$ cat src/rtl/mem_pkg.sv
// Shared defaults and the port-select type for the two-requester RAM port arbiter.
package mem_pkg;

  localparam int unsigned MEM_ADDR_W       = 10;
  localparam int unsigned MEM_DATA_W       = 32;
  localparam int unsigned MEM_STARVE_LIMIT = 4;
  localparam int unsigned STARVE_CNT_W     = 4;

  typedef enum logic [1:0] {
    SEL_NONE = 2'd0,
    SEL_I    = 2'd1,
    SEL_D    = 2'd2
  } sel_e;

endpackage

$ cat src/rtl/mem_port_arbiter_if.sv
// Fetch, MEM-stage and RAM-side signals of the arbiter bundled as one interface.
interface mem_port_arbiter_if #(
  parameter int unsigned AddrW = 10,
  parameter int unsigned DataW = 32
);

  logic             i_req;
  logic [AddrW-1:0] i_addr;
  logic             i_gnt;
  logic             i_rvalid;
  logic [DataW-1:0] i_rdata;

  logic             d_req;
  logic             d_we;
  logic [AddrW-1:0] d_addr;
  logic [DataW-1:0] d_wdata;
  logic             d_gnt;
  logic             d_rvalid;
  logic [DataW-1:0] d_rdata;

  logic             ram_write_enable;
  logic             ram_read_enable;
  logic [AddrW-1:0] ram_addr;
  logic [DataW-1:0] ram_write_data;
  logic [DataW-1:0] ram_read_data;

  // Arbiter side.
  modport slave (
    input  i_req, i_addr, d_req, d_we, d_addr, d_wdata, ram_read_data,
    output i_gnt, i_rvalid, i_rdata, d_gnt, d_rvalid, d_rdata,
    output ram_write_enable, ram_read_enable, ram_addr, ram_write_data
  );

  // Requesters plus RAM.
  modport master (
    output i_req, i_addr, d_req, d_we, d_addr, d_wdata, ram_read_data,
    input  i_gnt, i_rvalid, i_rdata, d_gnt, d_rvalid, d_rdata,
    input  ram_write_enable, ram_read_enable, ram_addr, ram_write_data
  );

endinterface

$ cat src/rtl/mem_arb_pick.sv
// Combinational grant selection: MEM stage wins conflicts unless fetch has starved long enough.
module mem_arb_pick
  import mem_pkg::*;
#(
  parameter int unsigned StarveLimit = MEM_STARVE_LIMIT
) (
  input  logic                    i_req_i,
  input  logic                    d_req_i,
  input  logic [STARVE_CNT_W-1:0] starve_cnt_i,
  output sel_e                    sel_o
);

  always_comb begin
    sel_o = SEL_NONE;
    unique case ({i_req_i, d_req_i})
      2'b10:   sel_o = SEL_I;
      2'b01:   sel_o = SEL_D;
      2'b11:   sel_o = (starve_cnt_i == STARVE_CNT_W'(StarveLimit)) ? SEL_I : SEL_D;
      default: sel_o = SEL_NONE;
    endcase
  end

endmodule

$ cat src/rtl/mem_port_arbiter.sv
// Two-requester arbiter in front of a single-port RAM with registered read responses.
module mem_port_arbiter
  import mem_pkg::*;
#(
  parameter int unsigned ADDR_W       = MEM_ADDR_W,
  parameter int unsigned DATA_W       = MEM_DATA_W,
  parameter int unsigned STARVE_LIMIT = MEM_STARVE_LIMIT
) (
  input  logic              clk,
  input  logic              rst,
  mem_port_arbiter_if.slave bus
);

  sel_e                    pick_sel;
  sel_e                    sel;
  logic [STARVE_CNT_W-1:0] starve_cnt_d, starve_cnt_q;
  logic                    i_rvalid_d, i_rvalid_q;
  logic                    d_rvalid_d, d_rvalid_q;
  logic [DATA_W-1:0]       i_rdata_d, i_rdata_q;
  logic [DATA_W-1:0]       d_rdata_d, d_rdata_q;

  mem_arb_pick #(
    .StarveLimit (STARVE_LIMIT)
  ) u_pick (
    .i_req_i      (bus.i_req),
    .d_req_i      (bus.d_req),
    .starve_cnt_i (starve_cnt_q),
    .sel_o        (pick_sel)
  );

  assign sel       = rst ? SEL_NONE : pick_sel;
  assign bus.i_gnt = (sel == SEL_I);
  assign bus.d_gnt = (sel == SEL_D);

  always_comb begin
    bus.ram_write_enable = 1'b0;
    bus.ram_read_enable  = 1'b0;
    bus.ram_addr         = '0;
    bus.ram_write_data   = '0;
    unique case (sel)
      SEL_I: begin
        bus.ram_addr        = bus.i_addr;
        bus.ram_read_enable = 1'b1;
      end
      SEL_D: begin
        bus.ram_addr         = bus.d_addr;
        bus.ram_write_enable = bus.d_we;
        bus.ram_read_enable  = !bus.d_we;
        bus.ram_write_data   = bus.d_we ? bus.d_wdata : '0;
      end
      default: ;
    endcase
  end

  always_comb begin
    starve_cnt_d = '0;
    if (bus.i_req && !bus.i_gnt) begin
      starve_cnt_d = (starve_cnt_q == STARVE_CNT_W'(STARVE_LIMIT)) ? starve_cnt_q
                                                                    : starve_cnt_q + 1'b1;
    end
    i_rvalid_d = bus.i_gnt;
    d_rvalid_d = bus.d_gnt && !bus.d_we;
    i_rdata_d  = i_rvalid_d ? bus.ram_read_data : i_rdata_q;
    d_rdata_d  = d_rvalid_d ? bus.ram_read_data : d_rdata_q;
  end

  always_ff @(posedge clk) begin
    if (rst) begin
      starve_cnt_q <= '0;
      i_rvalid_q   <= 1'b0;
      d_rvalid_q   <= 1'b0;
      i_rdata_q    <= '0;
      d_rdata_q    <= '0;
    end else begin
      starve_cnt_q <= starve_cnt_d;
      i_rvalid_q   <= i_rvalid_d;
      d_rvalid_q   <= d_rvalid_d;
      i_rdata_q    <= i_rdata_d;
      d_rdata_q    <= d_rdata_d;
    end
  end

  // Masking with rst drops a response that is still in flight when reset asserts.
  assign bus.i_rvalid = i_rvalid_q && !rst;
  assign bus.d_rvalid = d_rvalid_q && !rst;
  assign bus.i_rdata  = i_rdata_q;
  assign bus.d_rdata  = d_rdata_q;

endmodule
$ cat src/flat_wrapper.sv
// flat-port wrapper written by rule: the top's interface ports become plain ports
module mem_port_arbiter_flat import mem_pkg::*;
#(
  parameter int unsigned ADDR_W       = MEM_ADDR_W,
  parameter int unsigned DATA_W       = MEM_DATA_W,
  parameter int unsigned STARVE_LIMIT = MEM_STARVE_LIMIT
)
  (clk, rst, bus_i_req, bus_i_addr, bus_d_req, bus_d_we, bus_d_addr, bus_d_wdata, bus_ram_read_data, bus_i_gnt, bus_i_rvalid, bus_i_rdata, bus_d_gnt, bus_d_rvalid, bus_d_rdata, bus_ram_write_enable, bus_ram_read_enable, bus_ram_addr, bus_ram_write_data);
  mem_port_arbiter_if bus_i ();
  input  logic clk;
  input  logic rst;
  input wire logic [$bits(bus_i.i_req)-1:0] bus_i_req;
  input wire logic [$bits(bus_i.i_addr)-1:0] bus_i_addr;
  input wire logic [$bits(bus_i.d_req)-1:0] bus_d_req;
  input wire logic [$bits(bus_i.d_we)-1:0] bus_d_we;
  input wire logic [$bits(bus_i.d_addr)-1:0] bus_d_addr;
  input wire logic [$bits(bus_i.d_wdata)-1:0] bus_d_wdata;
  input wire logic [$bits(bus_i.ram_read_data)-1:0] bus_ram_read_data;
  output wire logic [$bits(bus_i.i_gnt)-1:0] bus_i_gnt;
  output wire logic [$bits(bus_i.i_rvalid)-1:0] bus_i_rvalid;
  output wire logic [$bits(bus_i.i_rdata)-1:0] bus_i_rdata;
  output wire logic [$bits(bus_i.d_gnt)-1:0] bus_d_gnt;
  output wire logic [$bits(bus_i.d_rvalid)-1:0] bus_d_rvalid;
  output wire logic [$bits(bus_i.d_rdata)-1:0] bus_d_rdata;
  output wire logic [$bits(bus_i.ram_write_enable)-1:0] bus_ram_write_enable;
  output wire logic [$bits(bus_i.ram_read_enable)-1:0] bus_ram_read_enable;
  output wire logic [$bits(bus_i.ram_addr)-1:0] bus_ram_addr;
  output wire logic [$bits(bus_i.ram_write_data)-1:0] bus_ram_write_data;
  assign bus_i.i_req = bus_i_req;
  assign bus_i.i_addr = bus_i_addr;
  assign bus_i.d_req = bus_d_req;
  assign bus_i.d_we = bus_d_we;
  assign bus_i.d_addr = bus_d_addr;
  assign bus_i.d_wdata = bus_d_wdata;
  assign bus_i.ram_read_data = bus_ram_read_data;
  assign bus_i_gnt = bus_i.i_gnt;
  assign bus_i_rvalid = bus_i.i_rvalid;
  assign bus_i_rdata = bus_i.i_rdata;
  assign bus_d_gnt = bus_i.d_gnt;
  assign bus_d_rvalid = bus_i.d_rvalid;
  assign bus_d_rdata = bus_i.d_rdata;
  assign bus_ram_write_enable = bus_i.ram_write_enable;
  assign bus_ram_read_enable = bus_i.ram_read_enable;
  assign bus_ram_addr = bus_i.ram_addr;
  assign bus_ram_write_data = bus_i.ram_write_data;
  mem_port_arbiter #(.ADDR_W(ADDR_W), .DATA_W(DATA_W), .STARVE_LIMIT(STARVE_LIMIT)) u_core (.clk(clk), .rst(rst), .bus(bus_i));
endmodule
$ cat config.mk
export PLATFORM = sky130hd
export DESIGN_NAME = mem_port_arbiter_flat
export DESIGN_NICKNAME = d
export VERILOG_FILES = /design/src/rtl/mem_pkg.sv /design/src/rtl/mem_port_arbiter_if.sv /design/src/rtl/mem_arb_pick.sv /design/src/rtl/mem_port_arbiter.sv /design/src/flat_wrapper.sv
export SDC_FILE = /design/constraint.sdc
export NUM_CORES = 1
export LEC_CHECK = 0
export CELL_PAD_IN_SITES_DETAIL_PLACEMENT = 0
export CELL_PAD_IN_SITES_GLOBAL_PLACEMENT = 1
export CORE_MARGIN = 2
export CORE_UTILIZATION = 24
export CTS_BUF_LIST = sky130_fd_sc_hd__clkbuf_16
export CTS_CLUSTER_DIAMETER = 60
export DETAILED_ROUTE_END_ITERATION = 10
export PLACE_DENSITY_LB_ADDON = 0.1
export SLEW_MARGIN = 0
export SYNTH_ARGS = -nofsm -noshare
export SYNTH_HDL_FRONTEND = slang
export SYNTH_SLANG_ARGS = --single-unit
$ cat constraint.sdc
create_clock -name clk -period 2.9 [get_ports clk]
set_input_delay 0.58 -clock clk [delete_from_list [all_inputs] [get_ports clk]]
set_output_delay 0.58 -clock clk [all_outputs]
set_load 0.1 [all_outputs]
==> results of run 1 <==
placed cells by master, fill, tap and decap left out, drive strengths merged, types with 3 or more instances in the layout:
| cell | instances |
|---|---|
| dfxtp | 70 |
| nor2b | 3 |
| nor2 | 48 |
| clkinv | 5 |
| ha | 4 |
| mux2i | 33 |
| nand2 | 67 |
| and3 | 32 |
| clkbuf | 10 |
| inv | 4 |
| a22oi | 10 |
| buf | 137 |
| a21oi | 34 |
| clkdlybuf4s50 | 87 |
path summary, 6_finish.rpt:
path,startpoint,endpoint,slack [ps]
worst min register to register,u_core.bus.d_rdata[13]$_SDFFE_PP0P_,u_core.bus.d_rdata[13]$_SDFFE_PP0P_,450
worst max register to register,u_core.starve_cnt_q[1]$_SDFFE_PP0P_,u_core.bus.d_rdata[5]$_SDFFE_PP0P_,660
worst max-delay path,bus_i_req,bus_ram_addr[5],80
worst min-delay path,u_core.bus.d_rdata[13]$_SDFFE_PP0P_,u_core.bus.d_rdata[13]$_SDFFE_PP0P_,450
worst max-delay path, cell delays in order:
cell and delay (ps):
clkdlybuf4s50_1 510, nand2b_1 90, a21o_1 200, ha_4 230
buf_6 160, a22oi_2 230, nor2_4 50, buf_12 170
through the flow:
step / hold slack (ps) / setup slack [ps]
3_3_place_gp: 443.1 / 81.09
2_1_floorplan: 459.4 / -146.0
3_5_place_dp: 448.0 / 28.60
5_1_grt: 472.4 / 6.850
4_1_cts: 455.4 / 7.667
6_report: 453.5 / 83.85
timing repair:
item | in CTS | in global routing
hold buffers | 0 | 0
pin swaps | 0 | 3
buffers inserted | 3 | 11
resized for setup | 13 | 15
endpoints found under the setup margin | 43 | 45
gates cloned | 0 | 1
logic make-up after synthesis:
group	Yosys count	share of synthesized area
DFF	70	0.4712
adders and majority gates	4	0.01683
buffers and inverters	33	0.06689
AOI/OAI and AO/OA	45	0.08498
muxes	33	0.1111
xor gates and xnor gates	2	0.005891
and+or+nand+nor	160	0.2432
power breakdown:
group	switching, uW	internal, uW	leakage (uW)
Combinational	509	292	0.00175
Sequential	16.4	993	0.000569
Clock	401	562	0.000129
Total	926	1850	0.00245
sequential cells by signal (all words and copies together), names as in the netlist:
register             count
u_core.bus.d_rdata      32
u_core.bus.i_rdata      32
u_core.starve_cnt_q      4
u_core.d_rvalid_q        1
u_core.i_rvalid_q        1
layer usage:
layer  wire length, um  vias to the layer above
met1              4509                     1466
met3               623                        9
met2              5988                       84
met5                 0                        -
li1                  -                     1562
met4                95                        0
layout make-up:
class	count	area, um2
fill	1161	6062
timing repair buffer	225	2525
multi-input combinational	244	1587
sequential	70	1406
clock buffer	9	225.2
tap	168	210.2
clock inverter	7	32.53
inverter	3	13.76
==> flow_metrics.py, run 1 <==
metrics = {
    "timing": {
        "post-route-period-util": 0.9711,
        "rsz0062_at_grt": "no",
        "slew_violations": 0,
        "tightest_slew_ps": 727.7,
        "setup-violations-final": 0,
        "tns_ps": 0,
        "finalHoldViolCount": 0,
        "fmax_mhz": 355.1,
        "period_minus_slack_ps": 2816,
        "maxSlewHeadroom": 0.5148,
        "skew_ps": 4.777,
    },
    "clocking": {
        "clockBufferDepth": 2,
        "clkLatencyLatePin_ps": 330,
        "cts.sinks": 70,
        "numCtsBuffers": 9,
        "root_buffer": "clkbuf_16",
        "cts_tree": "built",
        "cts_max_level": 3,
        "clk_pin_slew_ps": 50,
    },
    "detailed_routing": {
        "drtAntennaViolNets": 0,
        "first_iter_violations": 138,
        "viasPerCell": 4.299,
        "avgRoutedWirePerCell_um": 15.45,
        "vias": 3121,
        "wl_mm": 11.22,
        "drc": 0,
        "drtPass1Iterations": 4,
    },
    "grt": {
        "grt_busiest_layer": "met2",
        "track_usage": 0.1690,
        "grt_pass1_wl_mm": 16.91,
        "grt_max_degree": 69,
        "grt_util_met2": 0.3045,
        "grt_util_met1": 0.1894,
        "grt_pass1_vias": 2955,
        "met3_usage": 0.06062,
        "grt-ovfl-total": 0,
        "antenna_found_initial": 0,
    },
    "yosys": {
        "ys_top_cells_by_area": "dfxtp_1 47%, mux2i_1 11%, nand2_1 8.5%, and3_1 6.7%, nor2_1 5.9%",
        "netlist_top_cells_count": "70 x dfxtp_1, 67 x nand2_1, 47 x nor2_1",
        "synth_flop_cell": "dfxtp_1",
        "synth_edf_count": 0,
        "synth_top_area_frac": 0.4712,
        "ys_async_sr_fraction": 0,
        "yosysTopAreaCell": "dfxtp_1",
        "synth_seq_cells": 70,
        "synth_seq_area_share": 0.4712,
        "ys_warn_count": 0,
        "synthDistinctLibCells": 25,
        "syn_nets": 440,
        "syn_area_um2": 2974,
        "syn_inst": 347,
        "syn_area_per_cell_um2": 8.571,
        "synth_most_common_cell": "dfxtp_1",
    },
    "pwr": {
        "leakage_uw": 0.002448,
        "power_uw": 2773,
        "vdd_ir_drop_max_uv": 445.5,
        "p_per_area_nw_per_um2": 462.2,
    },
    "worst_setup_path": {
        "worstPathArrival_ps": 2240,
        "critPathKind": "primary input to output pin",
        "cp.required_ps": 2320,
        "start_kind": "primary input",
        "crit_fanout": 8,
        "crit_path_end_kind": "output pin",
        "r2r_cells": 10,
    },
    "placement": {
        "routabilityCongestion": 0.7470,
        "placed_cell_area_um2": 5520,
        "port_buffers": 200,
        "dp_cells": 695,
        "detailed_place_hpwl_mm": 7.982,
    },
    "final_layout": {
        "post-route-cell-area_um2": 6000,
        "fin_util": 0.4974,
        "area_growth_pct": 101.7,
        "fin_cells": 726,
        "n_antenna_cell": 0,
        "nets": 646,
        "drive_above_1_share": 0.3871,
    },
    "status": {
        "status": "completed",
    },
    "hold_path": {
        "hold_class": "flip-flop to flip-flop",
        "hold_depth": 2,
    },
    "job": {
        "cap_violations": 0,
    },
    "floorplanning": {
        "ios": 201,
        "die_w_um": 115.3,
        "core_um2": 12060,
        "fp-row-count": 40,
        "die_area_um2": 13300,
        "start_util": 0.2466,
        "die_h_um": 115.3,
    },
}
No activity file was read; power rests on OpenSTA's default activity.
==> inputs of run 2 (changes only) <==
- REMOVE_ABC_BUFFERS: default -> 1
==> run 2 against run 1 <==
Net effect: via count is 0.77% lower; utilization is 0.32 points higher; die area stayed put; combinational power is 1% lower; final area is 0.65% higher; non-clock buffer count is 9 lower; critical path depth is 2 higher; clock power is 24% higher; sequential share of layout area is 0.19 points lower; register-to-register slack worse by 20 ps; count of clock-buffer cells in the layout stayed put; largest cell class unchanged.
==> flow_metrics.py, run 2 (same netlist as run 1, synthesis figures left out) <==
metrics = {
    "placement": {
        "detailed_place_hpwl_mm": 7.864,
        "routabilityCongestion": 0.7708,
        "port_buffers": 200,
    },
    "detailed_routing": {
        "vias": 3097,
        "avgRoutedWirePerCell_um": 15.58,
        "viasPerCell": 4.319,
        "drtAntennaViolNets": 0,
        "first_iter_violations": 99,
        "drc": 0,
        "drtPass1Iterations": 4,
        "wl_mm": 11.17,
    },
    "worst_setup_path": {
        "start_kind": "flip-flop",
        "crit_path_end_kind": "output pin",
        "timing.rr.start": "u_core.starve_cnt_q[1]$_SDFFE_PP0P_",
        "worstPathArrival_ps": 2270,
        "cp.required_ps": 2320,
        "crit_fanout": 11,
        "critPathKind": "flip-flop to output pin",
        "startpoint": "u_core.starve_cnt_q[1]$_SDFFE_PP0P_",
    },
    "clocking": {
        "clkLatencyLatePin_ps": 320,
        "numCtsBuffers": 9,
        "hold_buffers": 0,
        "cts_max_level": 3,
        "clockBufferDepth": 2,
        "clk_pin_slew_ps": 60,
        "cts.sinks": 70,
        "root_buffer": "clkbuf_16",
        "cts_tree": "built",
    },
    "pwr": {
        "p_per_area_nw_per_um2": 496.1,
        "vdd_ir_drop_max_uv": 329.2,
        "leakage_uw": 0.002410,
    },
    "floorplanning": {
        "fp-row-count": 40,
        "die_w_um": 115.3,
        "start_util": 0.2466,
        "core_um2": 12060,
        "die_area_um2": 13300,
        "ios": 201,
        "die_h_um": 115.3,
    },
    "timing": {
        "setup-violations-final": 0,
        "tightest_slew_ps": 708.7,
        "slew_violations": 0,
        "maxSlewHeadroom": 0.5275,
        "fmax_mhz": 351.4,
        "period_minus_slack_ps": 2845,
        "hold_ws_ps": 453.6,
        "post-route-period-util": 0.9812,
        "finalHoldViolCount": 0,
        "skew_ps": 5.889,
    },
    "job": {
        "cap_violations": 0,
    },
    "final_layout": {
        "fin_util": 0.5006,
        "multi_input_area_um2": 1565,
        "nets": 637,
        "fillers": 1141,
        "area_growth_pct": 103.0,
        "n_antenna_cell": 0,
        "most-common-layout-cells": "87 x clkdlybuf4s50_1, 74 x buf_4, 68 x dfxtp_1",
        "register_area_um2": 1404,
        "drive_above_1_share": 0.3406,
        "final_common_cell": "clkdlybuf4s50_1",
    },
    "grt": {
        "grt-ovfl-total": 0,
        "antenna_found_initial": 1,
        "grt_pass1_wl_mm": 16.64,
        "grt_pass1_vias": 2845,
        "track_usage": 0.1623,
        "grt_max_degree": 69,
    },
    "status": {
        "status": "completed",
    },
    "hold_path": {
        "hold_class": "flip-flop to flip-flop",
        "worstHoldStart": "u_core.bus.d_rdata[23]$_SDFFE_PP0P_",
    },
}
==> run 2: area by class of cell <==
cell class | count | area share
Inverter | 3 | 0.001865
Clock inverter | 7 | 0.01616
Tap cell | 168 | 0.03481
Clock buffer | 9 | 0.03730
Sequential cell | 70 | 0.2325
Multi-Input combinational cell | 244 | 0.2592
Timing Repair Buffer | 216 | 0.4182
==> run 2: report_power, final <==
part / switching, uW / internal, uW / total, uW / leakage, uW
clock: 438 / 756 / 1190 / 0.000157
combinational: 497 / 296 / 793 / 0.00168
sequential: 16.3 / 993 / 1010 / 0.000569
total: 951 / 2040 / 3000 / 0.00241
==> run 2: metal layers <==
| layer | vias up | part of all wire | track usage | wire (um) |
|---|---|---|---|---|
| met3 | 9 | 0.081 | 0.05640 | 902 |
| met5 | - | 0.0012 | 0 | 13 |
| met1 | 1414 | 0.43 | 0.2068 | 4822 |
| met2 | 123 | 0.48 | 0.2612 | 5324 |
| met4 | 2 | 0.0097 | 0.04418 | 108 |
| li1 | 1549 | - | - | - |
==> run 2: final timing paths <==
| kind | slack (ps) | endpoint | cells after the start |
|---|---|---|---|
| worst min-delay path | 450 | u_core.bus.d_rdata[23]$_SDFFE_PP0P_ | 2 |
| worst max-delay path | 50 | bus_ram_write_data[23] | 10 |
| worst max register to register | 640 | u_core.bus.d_rdata[4]$_SDFFE_PP0P_ | 11 |
| worst min register to register | 450 | u_core.bus.d_rdata[23]$_SDFFE_PP0P_ | 2 |
==> run 2: timing repair <==
| item | CTS | global route |
|---|---|---|
| pin swaps | 1 | 4 |
| buffers inserted | 0 | 5 |
| gates cloned | 2 | 2 |
| setup endpoints to repair | 13 | 44 |
| resized for setup | 24 | 20 |
==> run 2: metrics by stage <==
stage	std cells	power, uW	TNS [ps]	cell area (um2)	setup WS, ps
detailed placement	692	1778	-9.162	5371	-9.162
CTS	710	3017	-917.8	5876	-41.36
global placement	692	1775	0	5371	41.00
global route	717	3111	-66.28	6038	-13.15
finish	717	2996	0	6038	54.58
floorplan	317	1464	-99950	2786	-2175
==> run 2: critical path, cell delays in order, from the launching register on <==
cell	delay, ps
dfxtp_2	340
inv_1	50
ha_2	190
and3b_2	230
nand2_2	70
and3b_1	190
ha_4	200
buf_6	140
clkbuf_16	160
and3_4	190
buf_12	170
==> inputs of run 3 (changes only) <==
- GPL_TIMING_DRIVEN: default -> 0
- HOLD_SLACK_MARGIN: default -> 0.1
==> run 3 against run 2 <==
Net effect: flip-flop and latch count unchanged; first-iteration DRC count decreased by 2.0%; register-to-register slack got worse by 140 ps; die area unchanged; global-route usage decreased by 0.24 points; total power decreased by 1.6%; clock skew increased by 2.8 ps; final area decreased by 6.2%.
==> flow_metrics.py, run 3 (same netlist as run 1, synthesis figures left out) <==
metrics = {
    "clocking": {
        "numCtsBuffers": 9,
        "cts_max_level": 3,
        "clkLatencyLatePin_ps": 330,
        "hold_buffers": 0,
        "clk_pin_slew_ps": 60,
        "cts_tree": "built",
        "root_buffer": "clkbuf_16",
        "clockBufferDepth": 2,
        "cts.sinks": 70,
    },
    "worst_setup_path": {
        "cpMaxStageDelayCell": "dfxtp_2",
        "start_kind": "flip-flop",
        "crit_buf_inv": 3,
        "cp_cell_sequence": "inv_2 > ha_4 > and3b_2 > nand2_2 > and3b_2 > ha_4 > buf_12 > and2b_4 > nor2_2 > nor2_2 > buf_12",
        "crit_path_end_kind": "output pin",
        "crit_fanout": 5,
        "critPathKind": "flip-flop to output pin",
        "worstPathArrival_ps": 2250,
        "max_stage_delay_ps": 350,
        "cp_top_family": "simple AND/OR/NAND/NOR gates",
        "cp.required_ps": 2320,
    },
    "pwr": {
        "p_int_uw": 2010,
        "clock_power_share": 0.404,
        "pwr-share-comb": 0.254,
        "vdd_ir_drop_max_uv": 276.7,
        "p_per_area_nw_per_um2": 520.4,
        "p_sw_frac": 0.3186,
        "seq_power_share": 0.342,
        "power_switching_uw": 939.6,
        "leakage_uw": 0.002258,
    },
    "detailed_routing": {
        "first_iter_violations": 97,
        "wl_mm": 11.16,
        "avgRoutedWirePerCell_um": 15.48,
        "drc": 0,
        "drtPass1Iterations": 4,
        "drtAntennaViolNets": 0,
        "viasPerCell": 4.283,
        "vias": 3088,
    },
    "floorplanning": {
        "core_um2": 12060,
        "die_w_um": 115.3,
        "die_h_um": 115.3,
        "start_util": 0.2466,
        "ios": 201,
        "die_area_um2": 13300,
        "fp-row-count": 40,
    },
    "timing": {
        "period_minus_slack_ps": 2829,
        "skew_ps": 8.719,
        "slew_violations": 0,
        "fmax_mhz": 353.4,
        "maxSlewHeadroom": 0.3039,
        "rsz0062_at_grt": "yes",
        "finalHoldViolCount": 0,
        "post-route-period-util": 0.9757,
        "setup-violations-final": 0,
        "tightest_slew_ps": 1044,
        "tns_ps": 0,
    },
    "placement": {
        "placed_cell_area_um2": 5039,
        "routabilityCongestion": 0.6778,
        "detailed_place_hpwl_mm": 7.063,
        "dp_cells": 687,
        "port_buffers": 200,
    },
    "final_layout": {
        "area_growth_pct": 90.53,
        "most-common-layout-cells": "151 x clkdlybuf4s50_1, 68 x dfxtp_1, 66 x nand2_1",
        "final_common_cell": "clkdlybuf4s50_1",
        "n_antenna_cell": 0,
        "fin_cells": 721,
        "drive_above_1_share": 0.1736,
        "nets": 641,
        "post-route-cell-area_um2": 5667,
    },
    "job": {
        "cap_violations": 0,
    },
    "grt": {
        "grt_pass1_vias": 2957,
        "grt-ovfl-total": 0,
        "grt_max_degree": 42,
        "grt_pass1_wl_mm": 16.44,
        "antenna_found_initial": 0,
        "track_usage": 0.1599,
    },
    "status": {
        "status": "completed",
    },
    "hold_path": {
        "hold_class": "flip-flop to flip-flop",
    },
}
-- run 3: cell types whose count changed in the layout (fill, tap and decap cells not counted), moves of 2 or more --
cell,change
and3_1,+31
and3_4,-31
buf_12,-43
buf_4,-54
buf_6,+30
buf_8,+4
clkdlybuf4s50_1,+64
dlygate4sd2_1,+2
-- run 3: path summary, 6_finish.rpt --
check / end / cells after the start / slack (ps) / start
worst min register to register: u_core.bus.d_rdata[31]$_SDFFE_PP0P_ / 2 / 450 / u_core.bus.d_rdata[31]$_SDFFE_PP0P_
worst min-delay path: u_core.bus.d_rdata[31]$_SDFFE_PP0P_ / 2 / 450 / u_core.bus.d_rdata[31]$_SDFFE_PP0P_
worst max register to register: u_core.bus.d_rdata[6]$_SDFFE_PP0P_ / 10 / 500 / u_core.starve_cnt_q[1]$_SDFFE_PP0P_
worst max-delay path: bus_ram_read_enable / 11 / 70 / u_core.starve_cnt_q[1]$_SDFFE_PP0P_
-- run 3: stage by stage --
stage | util | setup WS [ps] | power (uW) | hold slack, ps
floorplan | - | -2175 | 1464 | 459.4
global placement | 0.4144 | -4674 | 1726 | 441.3
detailed placement | 0.4177 | -2635 | 1731 | 445.9
CTS | 0.4526 | -55.78 | 2962 | 454.2
global route | 0.4698 | -47.97 | 3060 | 477.7
finish | 0.4698 | 70.61 | 2949 | 453.0
-- run 3: tightest hold or removal path, stage by stage, from the launching register on --
cell and delay, ps:
dfxtp_1 300, nand2_1 50, a21oi_1 50
-- run 3: per-layer routing --
layer / share of wire / vias to the layer above / track usage
li1: - / 1553 / -
met3: 0.082 / 13 / 0.05430
met4: 0.018 / 0 / 0.05301
met2: 0.46 / 125 / 0.2593
met5: 0 / - / 0
met1: 0.44 / 1397 / 0.1992
-- run 3: layout make-up --
class | instances | area (um2)
Clock inverter | 7 | 97.59
Timing Repair Buffer | 219 | 2287
Clock buffer | 9 | 225.2
Tap cell | 168 | 210.2
Fill cell | 1186 | 6395
Sequential cell | 70 | 1404
Inverter | 3 | 11.26
Multi-Input combinational cell | 245 | 1431
-- run 3: power groups by stage --
stage                     Combinational, uW  Clock (uW)  Sequential (uW)
after floorplan                         234           0             1230
after global placement                  699           0             1030
after detailed placement                703           0             1030
after CTS                               727        1230             1010
after global routing                    783        1270             1010
final                                   750        1190             1010
-- run 3: repair_timing --
action                                  4_1_cts  5_1_grt
hold endpoints to repair                      0        0
gates resized for setup                     313       23
setup buffers                                 6        8
gates cloned                                  1        3
pin swaps                                     0        8
endpoints found under the setup margin       80       46
